===== src/rtl/sc_config_sync.sv =====
`default_nettype none
// ============================================================================
//  Module   : sc_config_sync
//  Purpose  : Frame-synchronous shadow/active configuration controller for
//             the scanconverter output pipeline.
//  Revision : 1.0 - initial release
// ============================================================================
module sc_config_sync #(
  parameter int TIMEOUT_CYCLES = 4000000
) (
  input  logic        PCLK_OUT_i,
  input  logic        reset_n,
  input  logic        wr_en_i,
  input  logic [3:0]  wr_addr_i,
  input  logic [31:0] wr_data_i,
  input  logic [3:0]  rd_addr_i,
  output logic [31:0] rd_data_o,
  input  logic        commit_req_i,
  input  logic        force_i,
  input  logic        vsync_i,
  output logic [31:0] hv_out_config_o,
  output logic [31:0] hv_out_config2_o,
  output logic [31:0] hv_out_config3_o,
  output logic [31:0] xy_out_config_o,
  output logic [31:0] xy_out_config2_o,
  output logic [31:0] misc_config_o,
  output logic [31:0] sl_config_o,
  output logic [31:0] sl_config2_o,
  output logic        testpattern_enable_o,
  output logic        commit_pending_o,
  output logic        commit_done_o,
  output logic        timeout_o,
  output logic [7:0]  frame_cnt_o
);

  localparam int c_CNT_W = (TIMEOUT_CYCLES > 1) ? $clog2(TIMEOUT_CYCLES) : 1;
  localparam logic [c_CNT_W-1:0] c_CNT_LAST = c_CNT_W'(TIMEOUT_CYCLES - 1);

  typedef enum logic [0:0] {
    ST_IDLE  = 1'b0,
    ST_ARMED = 1'b1
  } state_t;

  state_t               r_state;
  logic [c_CNT_W-1:0]   r_cnt;
  logic [31:0]          r_shadow [0:7];
  logic [31:0]          r_active [0:7];
  logic                 r_tp_shadow;
  logic                 r_tp_active;
  logic                 r_vsync_prev;
  logic                 r_force_q;
  logic                 r_done;
  logic                 r_timeout;
  logic [7:0]           r_frame_cnt;
  logic [31:0]          r_rd_data;

  logic                 w_vs_fall;
  logic                 w_req_norm;
  logic                 w_req_force;
  logic                 w_cnt_last;
  logic                 w_commit;
  logic [31:0]          w_rd_mux;

  assign w_vs_fall   = r_vsync_prev & ~vsync_i;
  assign w_req_norm  = commit_req_i & ~force_i;
  assign w_req_force = commit_req_i & force_i;
  assign w_cnt_last  = (r_cnt == c_CNT_LAST);

  // A forced request is registered and applied one edge later; it also
  // overrides a vs_fall or timeout coinciding with it while armed.
  assign w_commit = r_force_q |
                    ((r_state == ST_ARMED) & ~w_req_force & (w_vs_fall | w_cnt_last));

  always_ff @(posedge PCLK_OUT_i or negedge reset_n) begin
    if (!reset_n) begin
      for (int i = 0; i < 8; i++) r_shadow[i] <= '0;
      r_tp_shadow <= 1'b0;
    end else if (wr_en_i) begin
      if (!wr_addr_i[3]) begin
        r_shadow[wr_addr_i[2:0]] <= wr_data_i;
      end else if (wr_addr_i == 4'd8) begin
        r_tp_shadow <= wr_data_i[0];
      end
    end
  end

  always_ff @(posedge PCLK_OUT_i or negedge reset_n) begin
    if (!reset_n) begin
      for (int i = 0; i < 8; i++) r_active[i] <= '0;
      r_tp_active <= 1'b0;
    end else if (w_commit) begin
      for (int i = 0; i < 8; i++) r_active[i] <= r_shadow[i];
      r_tp_active <= r_tp_shadow;
    end
  end

  always_ff @(posedge PCLK_OUT_i or negedge reset_n) begin
    if (!reset_n) begin
      r_state      <= ST_IDLE;
      r_cnt        <= '0;
      r_vsync_prev <= 1'b1;
      r_force_q    <= 1'b0;
      r_done       <= 1'b0;
      r_timeout    <= 1'b0;
      r_frame_cnt  <= '0;
    end else begin
      r_vsync_prev <= vsync_i;
      r_force_q    <= w_req_force;
      r_done       <= w_commit;
      if (w_vs_fall) r_frame_cnt <= r_frame_cnt + 8'd1;

      case (r_state)
        ST_IDLE: begin
          r_cnt <= '0;
          if (w_req_norm) begin
            r_state   <= ST_ARMED;
            r_timeout <= 1'b0;
          end else if (w_req_force) begin
            r_timeout <= 1'b0;
          end
        end
        ST_ARMED: begin
          if (w_req_force || w_vs_fall) begin
            r_state <= ST_IDLE;
            r_cnt   <= '0;
          end else if (w_cnt_last) begin
            r_state   <= ST_IDLE;
            r_cnt     <= '0;
            r_timeout <= 1'b1;
          end else begin
            r_cnt <= r_cnt + c_CNT_W'(1);
          end
        end
        default: begin
          r_state <= ST_IDLE;
          r_cnt   <= '0;
        end
      endcase
    end
  end

  always_comb begin
    w_rd_mux = '0;
    if (!rd_addr_i[3]) begin
      w_rd_mux = r_shadow[rd_addr_i[2:0]];
    end else if (rd_addr_i == 4'd8) begin
      w_rd_mux = {31'b0, r_tp_shadow};
    end else if (rd_addr_i == 4'd9) begin
      w_rd_mux = {21'b0, r_frame_cnt, 1'b0, r_timeout, (r_state == ST_ARMED)};
    end
  end

  always_ff @(posedge PCLK_OUT_i or negedge reset_n) begin
    if (!reset_n) r_rd_data <= '0;
    else          r_rd_data <= w_rd_mux;
  end

  assign rd_data_o            = r_rd_data;
  assign hv_out_config_o      = r_active[0];
  assign hv_out_config2_o     = r_active[1];
  assign hv_out_config3_o     = r_active[2];
  assign xy_out_config_o      = r_active[3];
  assign xy_out_config2_o     = r_active[4];
  assign misc_config_o        = r_active[5];
  assign sl_config_o          = r_active[6];
  assign sl_config2_o         = r_active[7];
  assign testpattern_enable_o = r_tp_active;
  assign commit_pending_o     = (r_state == ST_ARMED);
  assign commit_done_o        = r_done;
  assign timeout_o            = r_timeout;
  assign frame_cnt_o          = r_frame_cnt;

endmodule
`default_nettype wire


===== config.mk =====
export PLATFORM = sky130hd
export DESIGN_NAME = sc_config_sync
export DESIGN_NICKNAME = d
export VERILOG_FILES = /design/src/rtl/sc_config_sync.sv
export SDC_FILE = /design/constraint.sdc
export NUM_CORES = 1
export LEC_CHECK = 0
export ABC_AREA = 1
export BUFFER_PORTS_ARGS = -buffer_cell sky130_fd_sc_hd__buf_2
export CAP_MARGIN = 20
export CORE_ASPECT_RATIO = 1.25
export CORE_UTILIZATION = 25
export DETAILED_ROUTE_END_ITERATION = 6
export SLEW_MARGIN = 20
export SYNTH_ARGS = -nofsm -noshare
export SYNTH_HDL_FRONTEND = slang
export SYNTH_SLANG_ARGS = --single-unit

===== constraint.sdc =====
create_clock -name PCLK_OUT_i -period 2.3 [get_ports PCLK_OUT_i]
set_input_delay 0.115 -clock PCLK_OUT_i [delete_from_list [all_inputs] [get_ports PCLK_OUT_i]]
set_output_delay 0.115 -clock PCLK_OUT_i [all_outputs]
set_load 0.05 [all_outputs]

# Word level (Yosys, flattened, before mapping)
# Index checks and enable logic that the tools add are counted.
totals:
  ff_bits: 581
  input_bits: 46
  out_inout_bits: 300
  word_cells: 78
op_classes:
  n_addsub: 2
  magnitude_cmp: 3
  eq_ne: 7
  mux: 21
  bitwise: 14
  reduce_logical: 5
ops:
  columns: ["operator", "count"]
  rows:
  - ["256-bit bitwise mux", 1]
  - ["32-bit two-way mux", 4]
  - ["32-bit binary-select mux with 3-bit select", 1]
  - ["32-bit demux with 3-bit select", 1]
  - ["22-bit two-way mux", 2]
  - ["22-bit case mux with 2 select lines", 1]
  - ["22-bit by 1-bit adder with 22-bit output (second input constant)", 1]
  - ["22-bit equality test (second input constant)", 1]
  - ["11-bit two-way mux", 2]
  - ["4-bit equality test (second input constant)", 3]
  - ["8-bit by 1-bit adder with 8-bit output (second input constant)", 1]
  - ["4-bit greater-or-equal comparator (second input constant)", 2]
  - ["3-bit inverter with 4-bit output", 2]
  - ["1-bit two-way mux", 7]
  - ["3-bit AND reduction", 2]
  - ["1-bit AND", 5]
  - ["1-bit inverter", 5]
  - ["4-bit by 1-bit less-than comparator with 1-bit output (second input constant)", 1]
  - ["1-bit case mux with 2 select lines", 2]
  - ["3-bit != test (second input constant)", 1]
  - ["2-bit by 1-bit != test with 1-bit output (second input constant)", 1]
  - ["2-bit != test (second input constant)", 1]
  - ["1-bit bitwise OR", 2]
  - ["2-bit AND reduction", 1]
  - ["other kinds (2)", 2]

# Longest topological paths before layout
depth:
  word_depth: 6
  mapped_depth: 12
  ltp_nobuf: 10

# Worst setup path before layout
# Ideal clock, no wire load.
synth_timing:
  kind: "register to register"
  startpoint: "register r_cnt[0]"
  endpoint: "register r_active, in the netlist hv_out_config_o[10]"
  setup_time_ns: 0.118
  arrival_ns: 1.598
  required_time_ns: 2.182
  path_slack_ns: 0.584
  stages_incl_launch_ff: 11
  n_path_buf: 2
  synth_period_minus_slack_ns: 1.716
  cell_sequence: "dfrtp_1 ha_1 nand3_2 nor2_4 nand3_2 nand2_1 nand2_2 buf_2 buf_2 nand3_1 nand2_1"
synth_between:
  elab_chain_cells: 4
synth_rtl:
  columns: ["element", "line_no", "rtl"]
  rows:
  - ["start, declared", "45", "logic [c_CNT_W-1:0] r_cnt;"]
  - ["start signal, assigned", "131", "r_cnt <= r_cnt + c_CNT_W'(1);"]
  - ["22-bit equality test", "67", "assign w_cnt_last = (r_cnt == c_CNT_LAST);"]
  - ["1-bit bitwise OR", "72", "((r_state == ST_ARMED) & ~w_req_force & (w_vs_fall | w_cnt_last));"]
  - ["1-bit AND", "72", null]
  - ["1-bit bitwise OR", "71", "assign w_commit = r_force_q |"]
  - ["end, declared", "47", "logic [31:0] r_active [0:7];"]
# Every way passes these cells.
# A chain may end at the register's enable or synchronous reset.

# Final worst setup path
layout_timing:
  startpoint: "input wr_addr_i[2]"
  endpoint: "register r_tp_shadow"
layout_between:
  elab_chain_cells: 2
layout_rtl:
  columns: ["element", "line_no", "rtl"]
  rows:
  - ["start, declared", "14", "input logic [3:0] wr_addr_i,"]
  - ["4-bit equality test", "81", "end else if (wr_addr_i == 4'd8) begin"]
  - ["3-bit AND reduction (no line)", null, null]
  - ["end signal, assigned", "82", "r_tp_shadow <= wr_data_i[0];"]
  - ["end, declared", "48", "logic r_tp_shadow;"]
# Every way passes these cells.

==> impl_metrics.ini <==
[grt]
grt_max_degree = 92
grt_usage_pct = 18.1
antenna_found_initial = 6
grt.overflow.total = 0
grt_pass1_vias = 19887
grt_pass1_wl_mm = 132

[worst_setup_path]
cp_data_required_time_ns = 2.82
cp.arrival_ns = 2.64
regToRegSetupSlack_ns = 0.20
critical_path_class = input port to flop
endpoint_kind = flop
start_kind = input port
critPathMaxFanout = 4

[final_layout]
mostFrequentLayoutCell = nand2_1
area_growth_pct = 24.9
nets = 3093
multi_input_area_um2 = 8290
seq_area_um2 = 14500
fill_cells = 9941
layout-drive-gt1-share_pct = 17.5
final_cell_mix = 919 x nand2_1, 580 x dfrtp_1, 355 x o21ai_0, 343 x buf_2, 283 x nand3_1

[logic_synthesis]
synthArstFlopShare_pct = 100
ys.flop_type = dfrtp_1
synth-edff-count = 0
yosysSeqAreaShare_pct = 60.8
netlist_area_um2 = 23900
yosys_warnings = 0
avgSynthCellArea_um2 = 8.87
synthCells = 2699
synthDistinctLibCells = 30
synth_nets = 2747
synth_seq_cells = 581

[drt]
wl_mm = 88.4
dr_total_vias = 20435
post_drt_via_cell_ratio = 4.74
drtAntennaViolNets = 0
wl_per_cell_um = 20.5
first_pass_iters = 5
detail_route.iter0.violations = 2088
drc = 0

[placement]
pre_cts_slack_ns = 0.108
gp_congestion = 0.841
hpwl_mm = 61.2
port_buffers = 345

[die]
num_io_pins = 346
core_um2 = 94600
dieArea_um2 = 97000
num_rows = 126
initial_core_util_pct = 25.3
die_h_um = 348
die_w_um = 279

[sta]
hold_violations = 0
slew_headroom_pct = 56.8
setup_viol = 0
slew_viol_final = 0
layout_setup_ws_ns = 0.183
fin_crit_ns = 2.12
rsz0062_at_grt = no
tightest_slew_ns = 0.648
fin_skew_ns = 0.0512
max_freq_ghz = 0.472
finalSetupTns_ns = 0
fin_crit_sh_pct = 92.0

[clock_network]
post_cts_buffers = 0
cts_root_buf = clkbuf_16
cts_made_buffers = 59
clkTransAtPathRegs_ns = 0.06
clkSinkCount = 581
clockBufferDepth = 3
cts_tree = done
cts_max_level = 2
insertion_delay_ns = 0.67

[run_status]
status = finished clean

[power]
p_leak_uw = 0.0151
vdd_drop_max_mv = 0.622
power_density_nw_per_um2 = 1140

[job]
maxCapViolations = 0

[hold_path]
min_path_type = input port to asynchronous set/reset pin
[critical path, cell delays in order]
cell           delay, ns
dlygate4sd3_1       0.61
buf_2               0.17
nor2_1              0.30
nand4_1             0.15
dlygate4sd3_1       0.60
nand2_1             0.06
o21ai_0             0.06
dlygate4sd3_1       0.56
[per-stage QoR]
stage | instance area, um^2 | hold WS [ns] | total power, uW | instances | util, %
after floorplan | 23900 | -0.181 | 20300 | 2699 | -
after global placement | 27300 | 0.105 | 23600 | 4157 | 28.9
after detailed placement | 27300 | 0.108 | 23700 | 4157 | 28.9
after CTS | 29900 | 0.00220 | 34400 | 4310 | 31.6
after global routing | 29900 | 0.0355 | 35600 | 4311 | 31.6
final | 29900 | 0.0160 | 34100 | 4314 | 31.6
[timing repair]
action,4_1_cts,5_1_grt
hold endpoints to repair,824,0
gates resized for setup,0,1
hold buffers,43,0
endpoints found under the setup margin,0,21
[per-layer routing]
layer / vias to the layer above / track usage, % / routed length [um]
met5: - / 0 / 27
met4: 6 / 6.85 / 3200
met3: 149 / 4.77 / 7190
met2: 668 / 27.5 / 39400
met1: 10077 / 24.4 / 38500
li1: 9535 / - / -
[state kept, by name, indices dropped and copies added, names as in the netlist, 8 cells and up]
signal and count:
r_shadow 256, hv_out_config2_o 32, hv_out_config3_o 32, hv_out_config_o 32, misc_config_o 32, rd_data_o 32, sl_config2_o 32, sl_config_o 32
xy_out_config2_o 32, xy_out_config_o 32, r_cnt 22, frame_cnt_o 8
[final timing paths]
| kind | startpoint | to | cells past startpoint |
|---|---|---|---|
| setup / recovery | wr_addr_i[2] | r_tp_shadow | 8 |
| hold / removal | reset_n | xy_out_config_o[5] | 2 |
| setup reg to reg | r_cnt[0] | hv_out_config2_o[17] | 11 |
| hold reg to reg | r_shadow[24] | sl_config2_o[24] | 2 |
| max in group asynchronous | reset_n | r_shadow[144] | 3 |
| min in group PCLK_OUT_i | wr_data_i[10] | r_shadow[138] | 3 |
[report_power, final]
group,switching [uW],leakage (uW),internal [uW]
logic,7280,0.00664,2210
clock network,4420,0.00101,6100
registers,1720,0.00748,12300
total,13400,0.0151,20600
[cells in the mapped netlist (13+ instances only)]
cell type  instances  area (um^2)
dfrtp_1          580        14500
nand4_1           19          119
buf_1             14         52.6
o21ai_0          355         1780
nor3_1            13         65.1
inv_1             71          267
buf_2             38          190
nor2_1           156          586
nand3_1          283         1420
clkbuf_1         102          383
nand2_1          927         3480
a21oi_1           34          170
o211ai_1          32          240
[cell families (layout without fill, tap and decap cells)]
logic type / count (synthesis) / count (layout) / share of synthesized area, %
and+or+nand+nor: 1404 / 1404 / 23.9
DFF: 581 / 581 / 60.8
AOI/OAI and AO/OA: 443 / 443 / 9.89
buffers and inverters: 256 / 651 / 4.84
xor gates and xnor gates: 12 / 12 / 0.439
adders and majority gates: 2 / 2 / 0.105
muxes: 1 / 1 / 0.0471
other: 0 / 4 / 0
[cell type report]
cell class | instances | share of cell area [%]
multi-input combinational | 1862 | 27.7
timing repair buffer | 464 | 10.4
clock buffer | 78 | 5.38
antenna | 4 | 0.0335
tap | 1216 | 5.09
inverter | 77 | 0.997
sequential | 581 | 48.7
clock inverter | 32 | 1.69
Note: power is estimated with default switching activity, not from simulation.
